## src/rtl/dmem_arb_pkg.sv

```systemverilog
// Shared types and helpers for the two-port data-memory arbiter.
// Address error check is width-agnostic; callers zero-extend to 64 bits.
package dmem_arb_pkg;

    typedef enum logic [1:0] {
        IDLE = 2'd0,
        OWN0 = 2'd1,
        OWN1 = 2'd2
    } arb_state_t;

    localparam logic PORT_CPU = 1'b0;
    localparam logic PORT_DMA = 1'b1;

    // Misaligned word access or word index beyond the end of memory.
    function automatic logic addr_err(input logic [63:0] addr, input int unsigned mem_words);
        logic misaligned;
        logic out_of_range;
        misaligned   = (addr[1:0] != 2'b00);
        out_of_range = ((addr >> 2) >= 64'(mem_words));
        return misaligned | out_of_range;
    endfunction

endpackage

```

## src/rtl/dmem_arbiter_rr_pick2.sv

```systemverilog
// Combinational two-way round-robin picker: on a tie the port that did not
// win last time is chosen.
module rr_pick2
    import dmem_arb_pkg::*;
(
    input  logic [1:0] valid,
    input  logic       last,
    output logic [1:0] grant_onehot,
    output logic       grant_idx
);

    // Select one requester, favouring the one that is not 'last' on a tie.
    always_comb begin
        grant_onehot = 2'b00;
        grant_idx    = PORT_CPU;
        case (valid)
            2'b01: begin
                grant_onehot = 2'b01;
                grant_idx    = PORT_CPU;
            end
            2'b10: begin
                grant_onehot = 2'b10;
                grant_idx    = PORT_DMA;
            end
            2'b11: begin
                if (last == PORT_CPU) begin
                    grant_onehot = 2'b10;
                    grant_idx    = PORT_DMA;
                end else begin
                    grant_onehot = 2'b01;
                    grant_idx    = PORT_CPU;
                end
            end
            default: begin
                grant_onehot = 2'b00;
                grant_idx    = PORT_CPU;
            end
        endcase
    end

endmodule

```

## src/rtl/dmem_arbiter.sv

```systemverilog
// Round-robin arbiter sharing a single-port data memory between the CPU
// (port 0) and the DMA/debug loader (port 1), with locked bursts.
module dmem_arbiter
    import dmem_arb_pkg::*;
#(
    parameter int ADDR_W    = 32,
    parameter int DATA_W    = 32,
    parameter int MEM_WORDS = 64,
    parameter int MAX_BURST = 4
) (
    input  logic              clk,
    input  logic              reset_n,
    input  logic [1:0]        req_valid,
    input  logic [1:0]        req_write,
    input  logic [1:0]        req_lock,
    input  logic [ADDR_W-1:0] req_addr0,
    input  logic [ADDR_W-1:0] req_addr1,
    input  logic [DATA_W-1:0] req_wdata0,
    input  logic [DATA_W-1:0] req_wdata1,
    output logic [1:0]        req_ready,
    output logic [1:0]        rsp_valid,
    output logic [1:0]        rsp_err,
    output logic [DATA_W-1:0] rsp_rdata0,
    output logic [DATA_W-1:0] rsp_rdata1,
    output logic [ADDR_W-1:0] mem_addr,
    output logic [DATA_W-1:0] mem_wdata,
    output logic              mem_we,
    input  logic [DATA_W-1:0] mem_rdata
);

    localparam int CNT_W = (MAX_BURST > 1) ? $clog2(MAX_BURST) : 1;

    arb_state_t        state_r;
    logic              rr_last_r;
    logic [CNT_W-1:0]  beat_cnt_r;
    logic [1:0]        rsp_valid_r;
    logic [1:0]        rsp_err_r;
    logic [DATA_W-1:0] rsp_rdata0_r;
    logic [DATA_W-1:0] rsp_rdata1_r;

    logic [1:0]        pick_onehot_s;
    logic              pick_idx_s;
    logic [1:0]        grant_onehot_s;
    logic              grant_any_s;
    logic              grant_idx_s;
    logic [ADDR_W-1:0] addr_sel_s;
    logic [DATA_W-1:0] wdata_sel_s;
    logic              write_sel_s;
    logic              lock_sel_s;
    logic              err_s;
    logic              burst_more_s;

    rr_pick2 u_pick (
        .valid        (req_valid),
        .last         (rr_last_r),
        .grant_onehot (pick_onehot_s),
        .grant_idx    (pick_idx_s)
    );

    // Decide this cycle's grant; an owner excludes the other port entirely.
    always_comb begin
        grant_onehot_s = 2'b00;
        grant_idx_s    = PORT_CPU;
        case (state_r)
            IDLE: begin
                grant_onehot_s = pick_onehot_s;
                grant_idx_s    = pick_idx_s;
            end
            OWN0: begin
                grant_onehot_s = {1'b0, req_valid[0]};
                grant_idx_s    = PORT_CPU;
            end
            OWN1: begin
                grant_onehot_s = {req_valid[1], 1'b0};
                grant_idx_s    = PORT_DMA;
            end
            default: begin
                grant_onehot_s = 2'b00;
                grant_idx_s    = PORT_CPU;
            end
        endcase
        grant_any_s = |grant_onehot_s;
    end

    // Route the granted port onto the memory interface.
    always_comb begin
        addr_sel_s  = {ADDR_W{1'b0}};
        wdata_sel_s = {DATA_W{1'b0}};
        write_sel_s = 1'b0;
        lock_sel_s  = 1'b0;
        if (grant_any_s && (grant_idx_s == PORT_DMA)) begin
            addr_sel_s  = req_addr1;
            wdata_sel_s = req_wdata1;
            write_sel_s = req_write[1];
            lock_sel_s  = req_lock[1];
        end else if (grant_any_s) begin
            addr_sel_s  = req_addr0;
            wdata_sel_s = req_wdata0;
            write_sel_s = req_write[0];
            lock_sel_s  = req_lock[0];
        end else begin
            addr_sel_s  = {ADDR_W{1'b0}};
            wdata_sel_s = {DATA_W{1'b0}};
            write_sel_s = 1'b0;
            lock_sel_s  = 1'b0;
        end
        err_s        = grant_any_s & addr_err(64'(addr_sel_s), MEM_WORDS);
        burst_more_s = ((32'(beat_cnt_r) + 32'd1) < 32'(MAX_BURST));
    end

    assign req_ready  = grant_onehot_s;
    assign mem_addr   = addr_sel_s;
    assign mem_wdata  = wdata_sel_s;
    assign mem_we     = grant_any_s & write_sel_s & ~err_s;

    assign rsp_valid  = rsp_valid_r;
    assign rsp_err    = rsp_err_r;
    assign rsp_rdata0 = rsp_rdata0_r;
    assign rsp_rdata1 = rsp_rdata1_r;

    // Ownership FSM, burst counter and round-robin history.
    always_ff @(posedge clk or negedge reset_n) begin
        if (!reset_n) begin
            state_r    <= IDLE;
            rr_last_r  <= PORT_DMA;
            beat_cnt_r <= {CNT_W{1'b0}};
        end else if (grant_any_s) begin
            rr_last_r <= grant_idx_s;
            if (lock_sel_s && burst_more_s) begin
                state_r    <= (grant_idx_s == PORT_DMA) ? OWN1 : OWN0;
                beat_cnt_r <= beat_cnt_r + {{(CNT_W-1){1'b0}}, 1'b1};
            end else begin
                state_r    <= IDLE;
                beat_cnt_r <= {CNT_W{1'b0}};
            end
        end else begin
            state_r    <= IDLE;
            beat_cnt_r <= {CNT_W{1'b0}};
        end
    end

    // One-cycle response; read data of a port holds when it has no response.
    always_ff @(posedge clk or negedge reset_n) begin
        if (!reset_n) begin
            rsp_valid_r  <= 2'b00;
            rsp_err_r    <= 2'b00;
            rsp_rdata0_r <= {DATA_W{1'b0}};
            rsp_rdata1_r <= {DATA_W{1'b0}};
        end else begin
            rsp_valid_r <= grant_onehot_s;
            rsp_err_r   <= grant_onehot_s & {2{err_s}};
            if (grant_onehot_s[0]) begin
                rsp_rdata0_r <= (write_sel_s | err_s) ? {DATA_W{1'b0}} : mem_rdata;
            end else begin
                rsp_rdata0_r <= rsp_rdata0_r;
            end
            if (grant_onehot_s[1]) begin
                rsp_rdata1_r <= (write_sel_s | err_s) ? {DATA_W{1'b0}} : mem_rdata;
            end else begin
                rsp_rdata1_r <= rsp_rdata1_r;
            end
        end
    end

endmodule

```

## config.mk

```make
export PLATFORM = sky130hd
export DESIGN_NAME = dmem_arbiter
export DESIGN_NICKNAME = d
export VERILOG_FILES = /design/src/rtl/dmem_arb_pkg.sv /design/src/rtl/dmem_arbiter_rr_pick2.sv /design/src/rtl/dmem_arbiter.sv
export SDC_FILE = /design/constraint.sdc
export NUM_CORES = 1
export LEC_CHECK = 0
export CAP_MARGIN = 10
export CORE_AREA = 2 2 119 121
export DETAILED_ROUTE_END_ITERATION = 10
export DIE_AREA = 0 0 121 123
export GPL_ROUTABILITY_DRIVEN = 1
export PLACE_DENSITY = 0.8
export SLEW_MARGIN = 30
export SYNTH_ARGS = -nofsm -noshare
export SYNTH_HDL_FRONTEND = slang
export SYNTH_HIERARCHICAL = 1
export SYNTH_SLANG_ARGS = --single-unit
```

## constraint.sdc

```tcl
create_clock -name clk -period 2.4 [get_ports clk]
set_input_delay 0.48 -clock clk [delete_from_list [all_inputs] [get_ports clk]]
set_output_delay 0.48 -clock clk [all_outputs]
set_load 0.1 [all_outputs]
```

==> results of run 1 <==
## layer usage
layer	global-route usage [%]	part of all wire, %
met5	0	0.057
met2	48.0	50
met4	12.8	4.3
met3	8.49	9.1
met1	31.4	36
## kinds of logic after synthesis
family / after synthesis / share of synthesized area (%)
simple gates: 286 / 29.0
compound gates: 144 / 18.7
flops: 73 / 44.2
buf+inv: 54 / 7.02
mux: 3 / 0.756
fa+ha+maj: 1 / 0.302
## sequential cells by signal (all words and copies together), names as in the netlist
name and flops:
state_r 2, rsp_rdata1 32, rr_last_r 1, rsp_rdata0 32
rsp_err 2, beat_cnt_r 2, rsp_valid 2
## worst max-delay path: stages
cell and delay, ps:
dlygate4sd2_1 350, a21boi_4 260, o21ba_4 240, mux2i_4 280
nor2_4 60, a2111oi_4 400, buf_12 230
## layout make-up
| cell class | count | area [um^2] | area share, % |
|---|---|---|---|
| Inverter | 4 | 16.3 | 0.169 |
| Clock buffer | 9 | 225 | 2.34 |
| Multi-Input combinational cell | 435 | 2930 | 30.5 |
| Sequential cell | 73 | 1830 | 19.0 |
| Timing Repair Buffer | 378 | 4250 | 44.3 |
| Antenna cell | 5 | 12.5 | 0.130 |
| Clock inverter | 7 | 116 | 1.21 |
| Tap cell | 180 | 225 | 2.34 |
## worst min-delay path by stage
| stage | from | to |
|---|---|---|
| floorplan | reset_n | beat_cnt_r[0]$_DFF_PN0_ |
| global placement | beat_cnt_r[0]$_DFF_PN0_ | beat_cnt_r[0]$_DFF_PN0_ |
| detailed placement | reset_n | rsp_rdata0[15]$_DFFE_PN0P_ |
| CTS | reset_n | rsp_rdata0[15]$_DFFE_PN0P_ |
| global route | reset_n | rsp_rdata0[15]$_DFFE_PN0P_ |
| finish | reset_n | rsp_rdata1[15]$_DFFE_PN0P_ |
## layout by cell type (no fill, tap or decap), types with 2 or more instances in the layout
cell,instances
nand2_1,195
clkdlybuf4s50_1,146
buf_4,126
buf_12,73
dfrtp_1,72
nand3_1,64
a21oi_4,63
o21ai_1,61
dlygate4sd2_1,18
clkbuf_16,10
buf_6,8
diode_2,5
nor4_2,5
nor3_1,4
nor2_1,4
nand4_1,4
o21ai_0,4
clkinv_2,3
a21oi_1,3
nor4_4,3
bufinv_16,3
nand2b_1,2
inv_2,2
o21bai_4,2
a22o_4,2
a2111oi_1,2
nor4_1,2
buf_16,2
dlymetal6s2s_1,2
buf_8,2
a21boi_4,2
## power breakdown
part / internal [uW] / switching, uW
Clock: 1010 / 515
Sequential: 1290 / 45.8
Combinational: 3150 / 5830
## what timing repair did
item,4_1_cts,5_1_grt
cloned,3,1
pin swaps,19,10
endpoints found under the setup margin,67,70
setup buffers,25,6
endpoints found under the hold margin,0,0
resized for setup,38,22
## Yosys cell counts, drive strengths merged (2+ instances only)
cell type	count
a2111oi	3
o21bai	2
nand2	196
o21ai	65
nor4	10
nand4	4
nor3	4
mux2i	2
nand3	64
nand2b	2
a21boi	3
buf	36
nor2	5
a21oi	66
inv	3
clkbuf	14
dfrtp	72
## metrics by stage
step	util, %	instances	power [uW]	hold WS [ps]
global route	70.6	1090	12200	90.7
global placement	64.8	1038	9950	432
floorplan	-	561	7030	184
CTS	69.9	1082	11800	80.1
detailed placement	64.8	1038	10000	439
finish	70.6	1091	11800	72.0
==> run metrics, run 1 <==
Die W 121 um; Max Transition Viols Final 0; critical path class input port to primary output; Cell Pwr Density 1230 mW/mm^2; Area Growth Syn to Fin 132%; drt initial violations 272; ys async rst share 100%; # clock sinks 73; io pins 303; Final GP Congestion 0.979; CTS Buf Count 9; end point of the critical path mem_we; FF-to-FF Start rr_last_r$_DFFE_PN1N_; Slew headroom 55.6%; CTS tree done; Crit. End Element primary output; clk buf depth 2; root buf cell clkbuf_16; Post-synth top flop dfrtp_1; setup TNS -21140 ps; max-cap violation count 0; failing checks negative setup slack; Yosys top cell area share 43.6%; cell taking the most area after synthesis dfrtp_1; Total GRT Usage 27.7%; total core area 0.0136 mm^2; post-detailed-route via-to-cell ratio 5.07; initial antenna violation count 6; CP Launch Point req_valid[1]; FF-to-FF End rsp_rdata1[17]$_DFFE_PN0P_; synth top area cells dfrtp_1, nand2_1, a21oi_1, nand3_1, o21ai_1; pre-CTS WS -558 ps; DRC 0; GRT Residual Overflow 0; Syn Std Cell Area 0.00414 mm^2; final count of negative-setup-slack endpoints 68; layout cells sized above 1 35.2%; final wirelength 21100 um; Layout Nets 1070; # port buffers 302; mean area per synthesized cell 7.37 um^2; Final min period 2780 ps; DR vias 5531; Startpoint Class input port; Yosys warning total 6; R2R depth 10; Core Rows 43; DP Wirelength 15400 um; Die Ht 123 um; H-tree depth 3; routed len/inst 19.3 um; Filler cells 975; sequential area share after synthesis 44.2%; Post-CTS Hold Buffers 0; Initial Util 30.4%; Clock Pin Slew Worst Setup and Hold Paths 60 ps; Post-synth EDFFs 0; Post-DRT Antenna Nets 0; flops & latches, synth 73; register-to-register setup slack 130 ps; Synth Net Count 730; Worst-Skew Late Latency 330 ps; Peak VDD IR 614 uV; Mapped Cells 561; synth unique cells 35; worst slew pin tran 667 ps; vias in the first global route 5720; Hold Vio Cnt, Final 0; outcome finished, violations left; post-route cell area 0.00961 mm^2; crit-path max FO 7; Placement Cell Area 0.00882 mm^2; HP Class input port to async pin; drt pass-1 iters 7; first-pass GRT wire length 31700 um; CP arrival 2300 ps; RSZ-0062 raised after global routing yes; FMAX 360 MHz; Required @ worst endpoint 1920 ps; total leakage power 0.00396 uW; Fin Clk Skew 6.91 ps; final period utilization 116%; largest net degree at the start of global routing 65; setup slack after layout -380 ps; die area 0.0149 mm^2
Power figures use the tool's default switching activity.
==> run 2, diff against run 1 <==
--- a/config.mk
+++ b/config.mk
@@ -10,6 +10,7 @@
 export DETAILED_ROUTE_END_ITERATION = 10
 export DIE_AREA = 0 0 121 123
 export GPL_ROUTABILITY_DRIVEN = 1
+export HOLD_SLACK_MARGIN = 0.05
 export PLACE_DENSITY = 0.8
 export SLEW_MARGIN = 30
 export SYNTH_ARGS = -nofsm -noshare
==> results of run 2 <==
No change in the layout: final DEF, timing and power equal those of run 1.
